[src/rtl/ham_serial_rx.sv]
// Bit-serial Hamming codeword receiver: frames 7-bit words from a sof-marked
// stream, buffers them in a show-ahead FIFO and keeps saturating statistics.
module ham_serial_rx #(
  parameter int FIFO_DEPTH = 4,
  parameter int CNT_W      = 8
) (
  input  logic                            clock,
  input  logic                            reset_L,
  input  logic                            bit_valid,
  input  logic                            bit_in,
  input  logic                            sof,
  input  logic                            msg_ready,
  input  logic                            clear_counts,
  output logic [6:0]                      msg_out,
  output logic                            msg_valid,
  output logic [$clog2(FIFO_DEPTH+1)-1:0] fifo_level,
  output logic [CNT_W-1:0]                frame_count,
  output logic [CNT_W-1:0]                drop_count,
  output logic [CNT_W-1:0]                abort_count
);

  localparam int PW = $clog2(FIFO_DEPTH);
  localparam int LW = $clog2(FIFO_DEPTH + 1);

  typedef enum logic {IDLE = 1'b0, SHIFT = 1'b1} state_e;

  function automatic logic [CNT_W-1:0] cnt_next(input logic [CNT_W-1:0] cnt,
                                                input logic inc, input logic clr);
    if (clr) begin
      return {CNT_W{1'b0}};
    end else if (inc && (cnt != {CNT_W{1'b1}})) begin
      return cnt + CNT_W'(1);
    end else begin
      return cnt;
    end
  endfunction

  state_e           state_q, state_d;
  logic [2:0]       bcnt_q, bcnt_d;
  logic [5:0]       shreg_q, shreg_d;
  logic [6:0]       mem_q [FIFO_DEPTH];
  logic [PW-1:0]    wr_ptr_q, wr_ptr_d, rd_ptr_q, rd_ptr_d;
  logic [LW-1:0]    level_q, level_d;
  logic [6:0]       msg_out_q, msg_out_d;
  logic             msg_valid_q, msg_valid_d;
  logic [CNT_W-1:0] frame_q, frame_d, drop_q, drop_d, abort_q, abort_d;

  logic       push_s, abort_s, pop_s, full_s, push_ok_s, drop_s;
  logic [6:0] word_s;

  // Frame assembler: the first bit of a frame ends up in word bit 6.
  always_comb begin
    state_d = state_q;
    bcnt_d  = bcnt_q;
    shreg_d = shreg_q;
    push_s  = 1'b0;
    abort_s = 1'b0;
    word_s  = {shreg_q, bit_in};
    case (state_q)
      IDLE: begin
        if (bit_valid && sof) begin
          shreg_d = {5'b00000, bit_in};
          bcnt_d  = 3'd1;
          state_d = SHIFT;
        end else begin
          state_d = IDLE;
        end
      end
      SHIFT: begin
        if (bit_valid && sof) begin
          abort_s = 1'b1;
          shreg_d = {5'b00000, bit_in};
          bcnt_d  = 3'd1;
        end else if (bit_valid && (bcnt_q == 3'd6)) begin
          push_s  = 1'b1;
          bcnt_d  = 3'd0;
          state_d = IDLE;
        end else if (bit_valid) begin
          shreg_d = {shreg_q[4:0], bit_in};
          bcnt_d  = bcnt_q + 3'd1;
        end else begin
          state_d = SHIFT;
        end
      end
      default: begin
        state_d = IDLE;
        bcnt_d  = 3'd0;
      end
    endcase
  end

  // FIFO bookkeeping and the registered show-ahead head word.
  always_comb begin
    pop_s     = msg_valid_q & msg_ready;
    full_s    = (level_q == LW'(FIFO_DEPTH));
    push_ok_s = push_s & (~full_s | pop_s);
    drop_s    = push_s & full_s & ~pop_s;
    wr_ptr_d  = push_ok_s ? wr_ptr_q + PW'(1) : wr_ptr_q;
    rd_ptr_d  = pop_s ? rd_ptr_q + PW'(1) : rd_ptr_q;
    case ({push_ok_s, pop_s})
      2'b10:   level_d = level_q + LW'(1);
      2'b01:   level_d = level_q - LW'(1);
      default: level_d = level_q;
    endcase
    msg_valid_d = (level_d != LW'(0));
    // A push only becomes the head when it lands in an empty (or emptying) FIFO.
    if (level_d == LW'(0)) begin
      msg_out_d = 7'h00;
    end else if (!msg_valid_q) begin
      msg_out_d = word_s;
    end else if (pop_s && (level_q == LW'(1))) begin
      msg_out_d = word_s;
    end else if (pop_s) begin
      msg_out_d = mem_q[rd_ptr_q + PW'(1)];
    end else begin
      msg_out_d = msg_out_q;
    end
    frame_d = cnt_next(frame_q, push_ok_s, clear_counts);
    drop_d  = cnt_next(drop_q, drop_s, clear_counts);
    abort_d = cnt_next(abort_q, abort_s, clear_counts);
  end

  // All state, including the word storage, with asynchronous reset.
  always_ff @(posedge clock or negedge reset_L) begin
    if (!reset_L) begin
      state_q     <= IDLE;
      bcnt_q      <= 3'd0;
      shreg_q     <= 6'd0;
      wr_ptr_q    <= {PW{1'b0}};
      rd_ptr_q    <= {PW{1'b0}};
      level_q     <= {LW{1'b0}};
      msg_out_q   <= 7'h00;
      msg_valid_q <= 1'b0;
      frame_q     <= {CNT_W{1'b0}};
      drop_q      <= {CNT_W{1'b0}};
      abort_q     <= {CNT_W{1'b0}};
      for (int i = 0; i < FIFO_DEPTH; i++) begin
        mem_q[i] <= 7'h00;
      end
    end else begin
      state_q     <= state_d;
      bcnt_q      <= bcnt_d;
      shreg_q     <= shreg_d;
      wr_ptr_q    <= wr_ptr_d;
      rd_ptr_q    <= rd_ptr_d;
      level_q     <= level_d;
      msg_out_q   <= msg_out_d;
      msg_valid_q <= msg_valid_d;
      frame_q     <= frame_d;
      drop_q      <= drop_d;
      abort_q     <= abort_d;
      if (push_ok_s) begin
        mem_q[wr_ptr_q] <= word_s;
      end
    end
  end

  assign msg_out     = msg_out_q;
  assign msg_valid   = msg_valid_q;
  assign fifo_level  = level_q;
  assign frame_count = frame_q;
  assign drop_count  = drop_q;
  assign abort_count = abort_q;

endmodule

[config.mk]
export PLATFORM = sky130hd
export DESIGN_NAME = ham_serial_rx
export DESIGN_NICKNAME = d
export VERILOG_FILES = /design/src/rtl/ham_serial_rx.sv
export SDC_FILE = /design/constraint.sdc
export NUM_CORES = 1
export LEC_CHECK = 0
export BUFFER_PORTS_ARGS = -buffer_cell sky130_fd_sc_hd__buf_2
export CORE_MARGIN = 2
export CORE_UTILIZATION = 50
export CTS_CLUSTER_DIAMETER = 80
export CTS_CLUSTER_SIZE = 25
export DETAILED_ROUTE_END_ITERATION = 10
export GPL_TIMING_DRIVEN = 0
export PLACE_DENSITY = 0.71
export SLEW_MARGIN = 0
export SYNTH_ARGS = -nofsm -noshare
export SYNTH_HDL_FRONTEND = slang
export SYNTH_SLANG_ARGS = --single-unit
[constraint.sdc]
create_clock -name clock -period 2.42 [get_ports clock]
set_input_delay 0.242 -clock clock [delete_from_list [all_inputs] [get_ports clock]]
set_output_delay 0.242 -clock clock [all_outputs]
set_load 0.01 [all_outputs]
==> results of run 1 <==
## synthesized netlist by cell type, types with 2 or more instances
| cell | number | area (um2) |
|---|---|---|
| dfrtp_1 | 77 | 1930 |
| nand2_1 | 36 | 135 |
| mux2_2 | 31 | 349 |
| a21oi_1 | 21 | 105 |
| o21ai_0 | 17 | 85.1 |
| ha_1 | 16 | 200 |
| nor2_1 | 12 | 45.0 |
| inv_1 | 11 | 41.3 |
| nand4_1 | 11 | 68.8 |
| a22oi_1 | 8 | 60.1 |
| nand3_1 | 8 | 40.0 |
| o31ai_1 | 8 | 60.1 |
| clkbuf_1 | 7 | 26.3 |
| mux4_2 | 7 | 158 |
| xnor2_1 | 7 | 61.3 |
| or4_1 | 6 | 45.0 |
| nor2b_1 | 5 | 31.3 |
| mux2i_1 | 4 | 40.0 |
| nor3_1 | 4 | 20.0 |
| nor4_1 | 4 | 25.0 |
| or3_1 | 4 | 25.0 |
| and4_1 | 3 | 26.3 |
| buf_2 | 3 | 15.0 |
| a211oi_1 | 2 | 15.0 |
| and3_1 | 2 | 12.5 |
| buf_6 | 2 | 22.5 |
| nand3b_1 | 2 | 15.0 |
| o2111ai_1 | 2 | 17.5 |
| o211ai_1 | 2 | 15.0 |
| o41ai_1 | 2 | 17.5 |
| xor2_1 | 2 | 17.5 |
## power by group through the flow
stage / combinational (mW) / sequential (mW) / clock [mW]
after floorplan: 0.113 / 1.39 / 0
after global placement: 0.165 / 1.40 / 0
after detailed placement: 0.180 / 1.40 / 0
after CTS: 0.188 / 1.38 / 0.937
after global routing: 0.221 / 1.39 / 0.986
final: 0.194 / 1.38 / 0.912
## sequential cells by signal, indices dropped and copies added, names as in the netlist, 3 cells and up
| name | flops |
|---|---|
| mem_q | 28 |
| abort_count | 8 |
| drop_count | 8 |
| frame_count | 8 |
| msg_out | 7 |
| shreg_q | 6 |
| bcnt_q | 3 |
| fifo_level | 3 |
## through the flow
stage	total power, mW	utilization
after global routing	2.60	0.602
after CTS	2.50	0.595
after floorplan	1.50	-
final	2.48	0.602
after detailed placement	1.58	0.558
after global placement	1.57	0.554
## cell families (layout without fill, tap and decap cells)
group	Yosys count	count (layout)	synth area share
buf+inv	27	96	0.0326
fa+ha+maj	16	16	0.0517
compound gates	69	69	0.111
simple gates	104	104	0.146
xor+xnor	9	9	0.0203
flops	77	77	0.497
mux	42	42	0.141
## worst paths after layout
check,endpoint,slack (ns),cells after the start,start
max,msg_out[0],0.08,12,bcnt_q[0]
min,drop_count[2],0.17,2,clear_counts
max reg2reg,msg_out[0],0.08,12,bcnt_q[0]
min reg2reg,mem_q[17],0.51,1,mem_q[17]
max in group asynchronous,drop_count[0],1.59,3,reset_L
min in group asynchronous,mem_q[18],0.27,2,reset_L
## area by class of cell
class                           instances  share of cell area
Buffer                                 14              0.0172
Clock buffer                            9              0.0270
Clock inverter                          7              0.0126
Inverter                               13              0.0112
Multi-Input combinational cell        240               0.412
Sequential cell                        77               0.421
Tap cell                              102              0.0279
Timing Repair Buffer                   53              0.0713
## worst reg2reg max path, stage by stage, from the launching register on
cell and delay (ns):
dfrtp_1 0.38, inv_1 0.09, ha_2 0.20, and2_4 0.16
o211ai_1 0.18, buf_4 0.20, buf_4 0.12, ha_1 0.20
o21bai_4 0.12, o21ai_2 0.10, nor4b_4 0.28, buf_6 0.17
a21oi_1 0.05
## layer usage
| layer | part of all wire | wire, um | up-vias | track usage |
|---|---|---|---|---|
| met3 | 0.025 | 196 | 13 | 0.0312 |
| met2 | 0.49 | 3820 | 44 | 0.310 |
| li1 | - | - | 1397 | - |
| met1 | 0.47 | 3690 | 1441 | 0.267 |
| met5 | 0 | 0 | - | 0 |
| met4 | 0.016 | 126 | 0 | 0.0771 |
## what timing repair did
item                                   4_1_cts  5_1_grt
setup buffers                                8        3
pin swaps                                    3        4
setup endpoints to repair                   10        8
endpoints found under the hold margin       11        0
hold buffers                                 1        0
gates resized for setup                     12        8
==> results.cfg, run 1 <==
[run_status]
outcome = completed

[floorplan]
initial_utilization = 0.509
die_y_um = 92.0
io_pins = 42
row_count = 32
coreArea_um2 = 7610
dieArea_um2 = 8470
die_w_um = 92.0

[setup_path]
crit_top_cell = buf_4
worstSetupPathType = flip-flop to flip-flop
cp.required_ns = 2.66
path_cells = inv_1, ha_2, and2_4, o211ai_1, buf_4, buf_4, ha_1, o21bai_4, o21ai_2, nor4b_4, buf_6, a21oi_1
crit_path_end_kind = flip-flop
critPathMaxStageDelay_ns = 0.38
cp_slowest_cell = dfrtp_1
arrival_ns = 2.58
cp-start-kind = flip-flop
critPathTopFamily = buffers and inverters
crit_fanout = 8
crit_buf_inv = 4

[cells_and_area]
synthToLayoutAreaGrowth_pct = 18.2
multi_input_area_um2 = 1890
stdcell_count = 515
diodes = 0
layout_common_cells = dfrtp_1, buf_2, nand2_1, mux2_2, a21oi_1
regArea_um2 = 1930
fill_cells = 654
drive_above_1_share = 0.315
fin_area_um2 = 4580
final_common_cell = dfrtp_1
fin_nets = 431

[power_and_ir_drop]
p_switching_uw = 687
p_clk_frac = 0.367
internal-power_mw = 1.80
pwr-share-comb = 0.078
power.share.sequential = 0.555
leakage_nw = 2.13
p_sw_frac = 0.277
power.density_nw_per_um2 = 542
vdd_drop_max_uv = 329

[logic_synthesis]
synthArstFlopShare = 1.00
synth_flop_cell = dfrtp_1
ys_types = 49
ys_seq_area_frac = 0.497
synth.avg_cell_area_um2 = 11.3
synth_fp_nets = 367
synth_edf_count = 0
syn-instance-count = 344
synth_warnings = 0
ys_ff_latch = 77
syn_area_um2 = 3870

[detailed_routing]
vias_per_cell = 5.62
drt-total-wl_um = 7830
wl_per_cell_um = 15.2
drt-pass1-iter-count = 4
via_count = 2895
drc = 0
drt-initial-drc-count = 152
ant_nets = 0

[grt]
grt_pass1_wl_um = 13100
antenna_found_initial = 0
grt_pass1_vias = 2768
grt_usage = 0.194
overflow = 0
grt_start_max_net_pins = 67

[timing]
worst_pin_slew_ns = 0.600
slew_viol_final = 0
holdWs_ns = 0.170
period_share = 0.968
period_needed_ns = 2.34
clock.fmax_mhz = 427
finalHoldViolCount = 0
final.setup.worst_slack_ns = 0.0780
maxSlewHeadroom = 0.600
fin_tns_setup_ns = 0
setup_viol = 0
fin_worst_skew_ns = 0.0130

[hold_path]
hold_path.class = primary input to flip-flop

[place]
dpl.hpwl_um = 5370
dpl.cell_count = 487
place.gp.congestion = 0.823
dp_slack_ns = -0.495
dpl-instance-area_um2 = 4240
port-buffer-count = 40

[cts]
cts_tree = built
cts-buffers-inserted = 9
cts.htree.levels = 3
clkTransAtPathRegs_ns = 0.08
clock_path_buffers = 2
clockRootBuffer = clkbuf_8
clock_sink_count = 77
insertion_delay_ns = 0.36

[flow_run]
max_cap_viol_count = 0
No activity file was read; power rests on OpenSTA's default activity.
==> run 2: changes to the inputs <==
--- a/config.mk
+++ b/config.mk
@@ -5,6 +5,7 @@
 export SDC_FILE = /design/constraint.sdc
 export NUM_CORES = 1
 export LEC_CHECK = 0
+export ABC_AREA = 1
 export BUFFER_PORTS_ARGS = -buffer_cell sky130_fd_sc_hd__buf_2
 export CORE_MARGIN = 2
 export CORE_UTILIZATION = 50
==> constraint.sdc (replaced) <==
create_clock -name clock -period 2.42 [get_ports clock]
set_input_delay 0.242 -clock clock [delete_from_list [all_inputs] [get_ports clock]]
set_output_delay 0.242 -clock clock [all_outputs]
set_load 0.02 [all_outputs]
==> run 2 against run 1 <==
Cell area increased by 5.8%. First-iteration DRC count is 3.3% higher. Highest routed layer unchanged. Cell count increased by 38%. Utilization is 0.94 points lower. Largest cell class unchanged. Non-clock buffer count fell by 8. Sequential cell count stayed put. Clock-buffer cell count up 1.
==> results.cfg, run 2 <==
[run_status]
outcome = completed

[cells_and_area]
largest_reg_flops = 28
synthToLayoutAreaGrowth_pct = 14.9
layout_common_cells = nand2_1, dfrtp_1, inv_1, buf_2, nand3_1
fill_cells = 746
max_flop_register = mem_q
drive_above_1_share = 0.170
diodes = 0
final_common_cell = nand2_1
fin_nets = 625
stdcell_count = 712

[detailed_routing]
ant_nets = 0
drt-total-wl_um = 9230
drc = 0
via_count = 3566
drt-pass1-iter-count = 4
vias_per_cell = 5.01
wl_per_cell_um = 13.0
drt-initial-drc-count = 157

[setup_path]
crit_fanout = 10
arrival_ns = 2.52
cp_slowest_cell = dfrtp_1
crit_path_end_kind = flip-flop
cp-start-kind = flip-flop
reg2reg_from = bcnt_q[0]
startpoint = bcnt_q[0]
critPathMaxStageDelay_ns = 0.39
path_cells = inv_2, ha_1, nand3_2, nor2_4, nand2_4, buf_4, ha_1, nand2_1, nand3_1, a21oi_2, nand2_2, buf_4, nand3_1, nand2_1
cp.required_ns = 2.68
worstSetupPathType = flip-flop to flip-flop

[hold_path]
hp-start = sof
hold_path.class = primary input to flip-flop

[grt]
use_met3 = 0.0439
grt_usage = 0.220
antenna_found_initial = 0
grt_pass1_vias = 3357
met1_usage = 0.284
grt_pass1_wl_um = 15600
grt_start_max_net_pins = 47
overflow = 0
busiest_layer = met2
use_met2 = 0.370

[power_and_ir_drop]
leakage_nw = 2.63
internal-power_mw = 2.51
vdd_drop_max_uv = 391
power.share.sequential = 0.391
pwr-share-comb = 0.379
p_sw_frac = 0.399
p_clk_frac = 0.230
p_switching_mw = 1.67
power.density_nw_per_um2 = 862

[logic_synthesis]
synth_top_family_by_area = simple AND/OR/NAND/NOR gates
ys_types = 31
synth_flop_cell = dfrtp_1
synthAdderAreaFrac = 0.0475
synth_fp_nets = 566
synthArstFlopShare = 1.00
yosys.area_share.simple = 0.281
syn-instance-count = 543
synth_xor_area_frac = 0.0208
ys_ff_latch = 77
ys_top_cells_by_count = nand2_1, dfrtp_1, inv_1
synth.avg_cell_area_um2 = 7.76
synth_edf_count = 0
syn_area_um2 = 4220
synth_most_common_cell = nand2_1
synth_mux_area_frac = 0
synth_compound_area_frac = 0.0982
yosys.area.top_type_share = 0.457
synth_warnings = 0
synth_largest_area_cell = dfrtp_1
synth_area_leaders = dfrtp_1, nand2_1, inv_1
ys_seq_area_frac = 0.457

[timing]
worst_pin_slew_ns = 0.579
period_needed_ns = 2.26
setup_viol = 0
final.setup.worst_slack_ns = 0.160
holdWs_ns = 0.0997
period_share = 0.934
clock.fmax_mhz = 443
finalHoldViolCount = 0
fin_worst_skew_ns = 0.0101
fin_tns_setup_ns = 0
slew_viol_final = 0
maxSlewHeadroom = 0.614

[place]
place.gp.congestion = 0.820
port-buffer-count = 40
dpl.hpwl_um = 6750
dpl.cell_count = 689
dp_slack_ns = -0.0834

[floorplan]
die_y_um = 95.8
row_count = 33
io_pins = 42
die_w_um = 95.8
initial_utilization = 0.516
coreArea_um2 = 8180
dieArea_um2 = 9180

[cts]
clkTransAtPathRegs_ns = 0.09
cts-buffers-inserted = 9
cts_tree = built
clock_sink_count = 77
clock_path_buffers = 2
insertion_delay_ns = 0.36
cts.htree.levels = 3
clockRootBuffer = clkbuf_8

[flow_run]
max_cap_viol_count = 0
==> run 2: changes by cell type after synthesis, sizes merged, moves of 8 or more <==
cell	change
nand2	+154
nand3	+36
mux2	-31
nor2	+15
o21ai	+33
a22oi	-8
inv	+68
==> run 2: worst paths after layout <==
| check | endpoint | slack, ns | cells past startpoint |
|---|---|---|---|
| worst min-delay path | bcnt_q[1] | 0.1 | 2 |
| worst max-delay path | msg_out[5] | 0.16 | 14 |
| worst max register to register | msg_out[5] | 0.16 | 14 |
| min in group asynchronous | mem_q[7] | 0.36 | 2 |
| worst min register to register | mem_q[0] | 0.49 | 2 |
| max in group asynchronous | drop_count[1] | 1.48 | 3 |
==> run 2: power groups by stage <==
stage / logic [mW] / clock network, mW / registers [mW]
floorplan: 1.00 / 0 / 1.73
global placement: 1.46 / 0 / 1.64
detailed placement: 1.51 / 0 / 1.65
global route: 1.82 / 1.03 / 1.66
CTS: 1.53 / 0.984 / 1.63
finish: 1.58 / 0.962 / 1.63
==> run 2: repair_timing <==
action	in CTS	in global routing
pin swaps	2	4
setup buffers	2	4
endpoints found under the setup margin	7	8
endpoints found under the hold margin	31	0
hold buffers	1	0
gates resized for setup	1	7
==> run 2: kinds of logic (layout without fill, tap and decap cells) <==
kind of cell,after synthesis,in the layout
AO/OA/AOI/OAI,74,74
buffers and inverters,93,157
XOR/XNOR,10,10
flip-flops,77,77
adder cells (fa/ha/maj),16,16
AND/OR/NAND/NOR,273,273
==> run 2: per-layer routing <==
metal / share of wire / vias up
li1: - / 1821
met1: 0.46 / 1682
met2: 0.49 / 56
met3: 0.043 / 7
met4: 0.0079 / 0
met5: 0 / -
==> run 2: cell type report <==
type	instances	area [um2]	area share
Buffer	11	87.6	0.0181
Clock buffer	10	128	0.0263
Clock inverter	6	63.8	0.0132
Inverter	82	315	0.0651
Multi-Input combinational cell	373	1910	0.394
Sequential cell	77	1930	0.398
Tap cell	105	131	0.0271
Timing Repair Buffer	48	285	0.0589
==> run 2: critical path, delay by kind of cell, from the launching register on <==
kind / cells / cell delay (ns)
adder cells (fa/ha/maj): 2 / 0.36
AO/OA/AOI/OAI: 1 / 0.18
buffers and inverters: 3 / 0.42
AND/OR/NAND/NOR: 8 / 0.81
flip-flops: 1 / 0.39
==> run 2: metrics by stage <==
step / instance area [um2] / power [mW] / util
2_1_floorplan: 4220 / 2.73 / -
5_1_grt: 4840 / 4.50 / 0.593
6_report: 4840 / 4.18 / 0.593
3_3_place_gp: 4550 / 3.11 / 0.556
3_5_place_dp: 4580 / 3.17 / 0.560
4_1_cts: 4800 / 4.14 / 0.587
